**config.mk**
```make
export PLATFORM = sky130hd
export DESIGN_NAME = input_debouncer
export DESIGN_NICKNAME = d
export VERILOG_FILES = /design/src/rtl/input_debouncer_pkg.sv /design/src/rtl/input_debouncer_channel.sv /design/src/rtl/input_debouncer.sv
export SDC_FILE = /design/constraint.sdc
export NUM_CORES = 1
export LEC_CHECK = 0
export BUFFER_PORTS_ARGS = -buffer_cell sky130_fd_sc_hd__buf_2
export CAP_MARGIN = 20
export CORE_MARGIN = 2
export CORE_UTILIZATION = 51
export DETAILED_ROUTE_END_ITERATION = 16
export PLACE_DENSITY_LB_ADDON = 0.15
export SYNTH_ARGS = -nofsm -noshare
export SYNTH_HDL_FRONTEND = slang
export SYNTH_SLANG_ARGS = --single-unit
```
**constraint.sdc**
```tcl
create_clock -name i_clk -period 1.6 [get_ports i_clk]
set_clock_uncertainty 0.2 [all_clocks]
set_input_delay 0.24 -clock i_clk [delete_from_list [all_inputs] [get_ports i_clk]]
set_output_delay 0.24 -clock i_clk [all_outputs]
set_load 0.05 [all_outputs]
```
**src/rtl/input_debouncer_pkg.sv**
```systemverilog
// Shared types and width helper for the multi-channel input debouncer.
// Imported by the channel sub-module and by the top.
package input_debouncer_pkg;

    typedef enum logic {
        CH_IDLE    = 1'b0,
        CH_PENDING = 1'b1
    } ch_state_e;

    // Bits needed to hold 0..n-1, never less than one.
    function automatic int clog2_min1(input int n);
        int w;
        w = 1;
        for (int i = 1; i < 31; i++) begin
            if ((1 << i) < n) w = i + 1;
        end
        return w;
    endfunction

endpackage

```
**src/rtl/input_debouncer_channel.sv**
```systemverilog
// One debounce lane: two-flop synchronizer, stability counter and
// registered output level.
module debounce_channel
    import input_debouncer_pkg::*;
#(
    parameter int   STABLE_TICKS = 16,
    parameter logic RESET_LEVEL  = 1'b0
) (
    input  logic i_clk,
    input  logic i_rst,
    input  logic i_tick,
    input  logic i_raw,
    output logic o_out,
    output logic o_busy
);

    localparam int               CNT_W    = clog2_min1(STABLE_TICKS);
    localparam logic [CNT_W-1:0] CNT_LAST = CNT_W'(STABLE_TICKS - 1);

    logic             r_s1;
    logic             r_s2;
    logic             r_out;
    logic [CNT_W-1:0] r_cnt;

    ch_state_e        w_state;
    logic             w_out_nxt;
    logic [CNT_W-1:0] w_cnt_nxt;

    always_ff @(posedge i_clk or posedge i_rst) begin
        if (i_rst) begin
            r_s1  <= RESET_LEVEL;
            r_s2  <= RESET_LEVEL;
            r_out <= RESET_LEVEL;
            r_cnt <= '0;
        end else begin
            r_s1  <= i_raw;
            r_s2  <= r_s1;
            r_out <= w_out_nxt;
            r_cnt <= w_cnt_nxt;
        end
    end

    assign w_state = (r_s2 != r_out) ? CH_PENDING : CH_IDLE;

    // A return to the current level on any cycle restarts the count.
    always_comb begin
        w_out_nxt = r_out;
        w_cnt_nxt = r_cnt;
        unique case (w_state)
            CH_IDLE: begin
                w_cnt_nxt = '0;
            end
            CH_PENDING: begin
                if (i_tick) begin
                    if (r_cnt == CNT_LAST) begin
                        w_out_nxt = r_s2;
                        w_cnt_nxt = '0;
                    end else begin
                        w_cnt_nxt = r_cnt + CNT_W'(1);
                    end
                end
            end
        endcase
    end

    assign o_out  = r_out;
    assign o_busy = (w_state == CH_PENDING) || (r_cnt != '0);

endmodule

```
**src/rtl/input_debouncer.sv**
```systemverilog
// Multi-channel synchronizer/debouncer: shared sample prescaler feeding
// WIDTH independent debounce lanes.
module input_debouncer
    import input_debouncer_pkg::*;
#(
    parameter int   WIDTH        = 1,
    parameter int   PRESCALE     = 1000,
    parameter int   STABLE_TICKS = 16,
    parameter logic RESET_LEVEL  = 1'b0
) (
    input  logic             i_clk,
    input  logic             i_rst,
    input  logic [WIDTH-1:0] iv_input,
    output logic [WIDTH-1:0] ov_output,
    output logic [WIDTH-1:0] ov_busy
);

    localparam int              PS_W    = clog2_min1(PRESCALE);
    localparam logic [PS_W-1:0] PS_LAST = PS_W'(PRESCALE - 1);

    logic [PS_W-1:0] r_ps;
    logic            w_tick;

    // With PRESCALE=1 the counter sits at zero and every cycle ticks.
    assign w_tick = (r_ps == PS_LAST);

    always_ff @(posedge i_clk or posedge i_rst) begin
        if (i_rst) begin
            r_ps <= '0;
        end else begin
            r_ps <= w_tick ? '0 : r_ps + PS_W'(1);
        end
    end

    for (genvar g = 0; g < WIDTH; g++) begin : g_ch
        debounce_channel #(
            .STABLE_TICKS (STABLE_TICKS),
            .RESET_LEVEL  (RESET_LEVEL)
        ) u_ch (
            .i_clk  (i_clk),
            .i_rst  (i_rst),
            .i_tick (w_tick),
            .i_raw  (iv_input[g]),
            .o_out  (ov_output[g]),
            .o_busy (ov_busy[g])
        );
    end

endmodule
```
==> run_results.csv <==
group,metric,value,unit
critical_path,cp-end-kind,"primary output",
placed_design,gp_congestion,0.800,
logic_synthesis,yosysUniqueCellTypes,28,
logic_synthesis,synth.area.top_cells,"dfrtp_1 (52%), nor2_1 (5.5%), ha_1 (4.6%)",
cells_and_area,n_fill_cell,103,
critical_path,rr_startpoint,"r_ps[0]",
clocking,clk_pin_slew,100,ps
floorplanning,core,1510,µm²
logic_synthesis,syn_area_per_cell,11.1,µm²
logic_synthesis,ys_ff_latch,17,
timing,tightest_slew,273,ps
timing,whs,161,ps
flow_run,maxCapViolations,0,
logic_synthesis,yosys.area.top_type,"dfrtp_1",
timing,max_freq,592,MHz
timing,fin_tns_setup,-156,ps
global_routing,grt_pass1_wl,2.79,mm
clocking,cts_buffers,3,
critical_path,path_class,"reg -> out",
logic_synthesis,synth_top_area_share,51.8,%
route,wl_per_cell,14.5,µm
critical_path,arrival,1250,ps
route,drt_iter0_markers,7,
floorplanning,ioPinCount,5,
clocking,cts_tree,"built",
cells_and_area,nets,113,
pwr,vdd_ir_drop_max,685,µV
timing,drv_slew,0,
run_status,violations,"setup timing",
cells_and_area,drive_gt1_share,49.1,%
critical_path,reg2reg_setup_slack,-40,ps
run_status,status,"complete, but fails checks",
placed_design,dp_hpwl,1.09,mm
logic_synthesis,yosys_warnings,0,
floorplanning,die_w,44.1,µm
floorplanning,placementRows,14,
floorplanning,die_h,44.1,µm
route,drcViolationCount,0,
route,dr.pass1.iters,5,
cells_and_area,finalNonFillerCells,122,
worst_hold_path,hp-start,"g_ch[0].u_ch.r_s1",
route,drtAntennaViolNets,0,
placed_design,place_ws,-55.0,ps
cells_and_area,syn2layout_area_growth,46.2,%
floorplanning,die_area,1950,µm²
floorplanning,start_util,54.5,%
global_routing,grt_overflow,0,
clocking,cts_max_path_buffers,2,
clocking,cts_root_buf,"clkbuf_4",
timing,setup_violations,4,
route,viasPerCell,5.49,
clocking,clk_latency,280,ps
clocking,cts_sinks,17,
logic_synthesis,syn_area,821,µm²
worst_hold_path,hp-class,"reg -> reg",
timing,fin_ws,-88.9,ps
logic_synthesis,synthesis.nets,80,
timing,timing.final.crit_period,1690,ps
placed_design,portBuffers,4,
worst_hold_path,min_to,"g_ch[0].u_ch.r_s2",
critical_path,start_kind,"flop",
route,vias,670,
critical_path,required,1160,ps
critical_path,reg2reg_depth,5,
worst_hold_path,whs_path_depth,0,
critical_path,worst_r2r_endpoint,"g_ch[0].u_ch.r_cnt[3]",
timing,finalHoldViolCount,0,
cells_and_area,final_common_cell,"buf_4",
logic_synthesis,yosysSeqAreaShare,51.8,%
global_routing,antenna_found_initial,0,
cells_and_area,final_cell_mix,"buf_4 (18), dfrtp_1 (15), nor2_1 (10)",
placed_design,dp_cells,107,
timing,fin_crit_sh,106,%
clocking,cts.htree.levels,1,
critical_path,cp_max_fo,2,
cells_and_area,diodes,0,
timing,rsz0062_at_grt,"yes",
logic_synthesis,synth_cells,74,
global_routing,grt_pass1_vias,667,
global_routing,grt_start_max_net_pins,18,
timing,slew_headroom,81.6,%
pwr,leakagePower,0.603,nW
global_routing,grt_util_all_layers,19.7,%
route,drt_wl_total,1.78,mm
pwr,power.density,580,nW/µm²
kinds of logic (layout without fill, tap and decap cells):
logic type	after synthesis	after routing	synth area share (%)
AO/OA/AOI/OAI	8	8	7.17
XOR/XNOR	7	7	7.47
adder cells (fa/ha/maj)	3	3	4.57
buffers and inverters	4	36	1.83
flip-flops	17	17	51.8
multiplexers	3	3	3.81
AND/OR/NAND/NOR	32	32	23.3
cells in the mapped netlist:
cell      number
nor4_1         1
nor2b_1        1
and3_2         1
a22o_1         1
nand2_1        3
nand4_2        1
dfrtp_1       17
xnor2_1        4
inv_1          3
nand4b_2       1
nor4b_1        1
o22a_1         1
xor2_1         3
nand3_1        6
ha_1           3
mux2_2         1
a21oi_1        2
and4_1         1
or3b_1         1
clkbuf_1       1
o41ai_1        1
and2b_2        1
a21o_1         1
nor2_1        12
o21bai_1       2
nor3_4         1
mux2i_1        2
and3_1         1
worst max-delay path by stage:
stage | startpoint | to | slack (ps) | cells after the start
6_report | g_ch[0].u_ch.r_cnt[1] | ov_busy | -90 | 5
4_1_cts | g_ch[0].u_ch.r_cnt[1] | ov_busy | -50 | 5
3_5_place_dp | r_ps[1] | g_ch[0].u_ch.r_cnt[3] | -50 | 5
5_1_grt | g_ch[0].u_ch.r_s2 | ov_busy | -130 | 3
2_1_floorplan | r_ps[0] | g_ch[0].u_ch.r_cnt[3] | -170 | 5
3_3_place_gp | r_ps[1] | g_ch[0].u_ch.r_cnt[3] | -30 | 5
metal layers:
metal  GRT usage, %  vias to the layer above  wire (µm)
met3           4.08                        2         31
met1           24.3                      334        764
met5              0                        -          0
met4           5.45                        0          9
li1               -                      324          -
met2           35.0                       10        969
power by group:
part           leakage (nW)  switching, mW  internal (mW)
sequential            0.216        0.00149          0.432
combinational         0.368         0.0189         0.0139
clock                0.0177          0.137         0.0927
state kept, by name, summed over array words and instances, names as in the netlist:
register and count:
r_ps 10, g_ch.u_ch.r_cnt 4, g_ch.u_ch.o_out 1, g_ch.u_ch.r_s1 1
g_ch.u_ch.r_s2 1
per-stage QoR:
stage,power (mW),cell area [µm²],utilization (%)
3_5_place_dp,0.467,988,65.6
6_report,0.696,1200,79.7
2_1_floorplan,0.456,847,-
4_1_cts,0.706,1120,74.4
5_1_grt,0.725,1200,79.7
3_3_place_gp,0.466,988,65.6
cell type report:
type	instances	area [µm²]	area share, %
repair buffers	29	241	20.1
multi-input cells	53	469	39.1
well taps	16	20.0	1.67
inverters	3	13.8	1.15
clock inverters	1	5.00	0.417
flip-flops and latches	17	428	35.7
clock buffers	3	22.5	1.88
timing repair:
item                                    CTS  global route
hold buffers                              2             0
endpoints found under the setup margin    5            12
pin swaps                                 3             1
buffers inserted                          5             4
hold endpoints to repair                 18             0
resized for setup                        13            12
worst max-delay path, cell delays in order (launching register included):
cell	delay, ps
dfrtp_1	420
buf_6	130
inv_4	50
ha_4	120
nand3_2	80
buf_8	170
No activity file was read; power rests on OpenSTA's default activity.
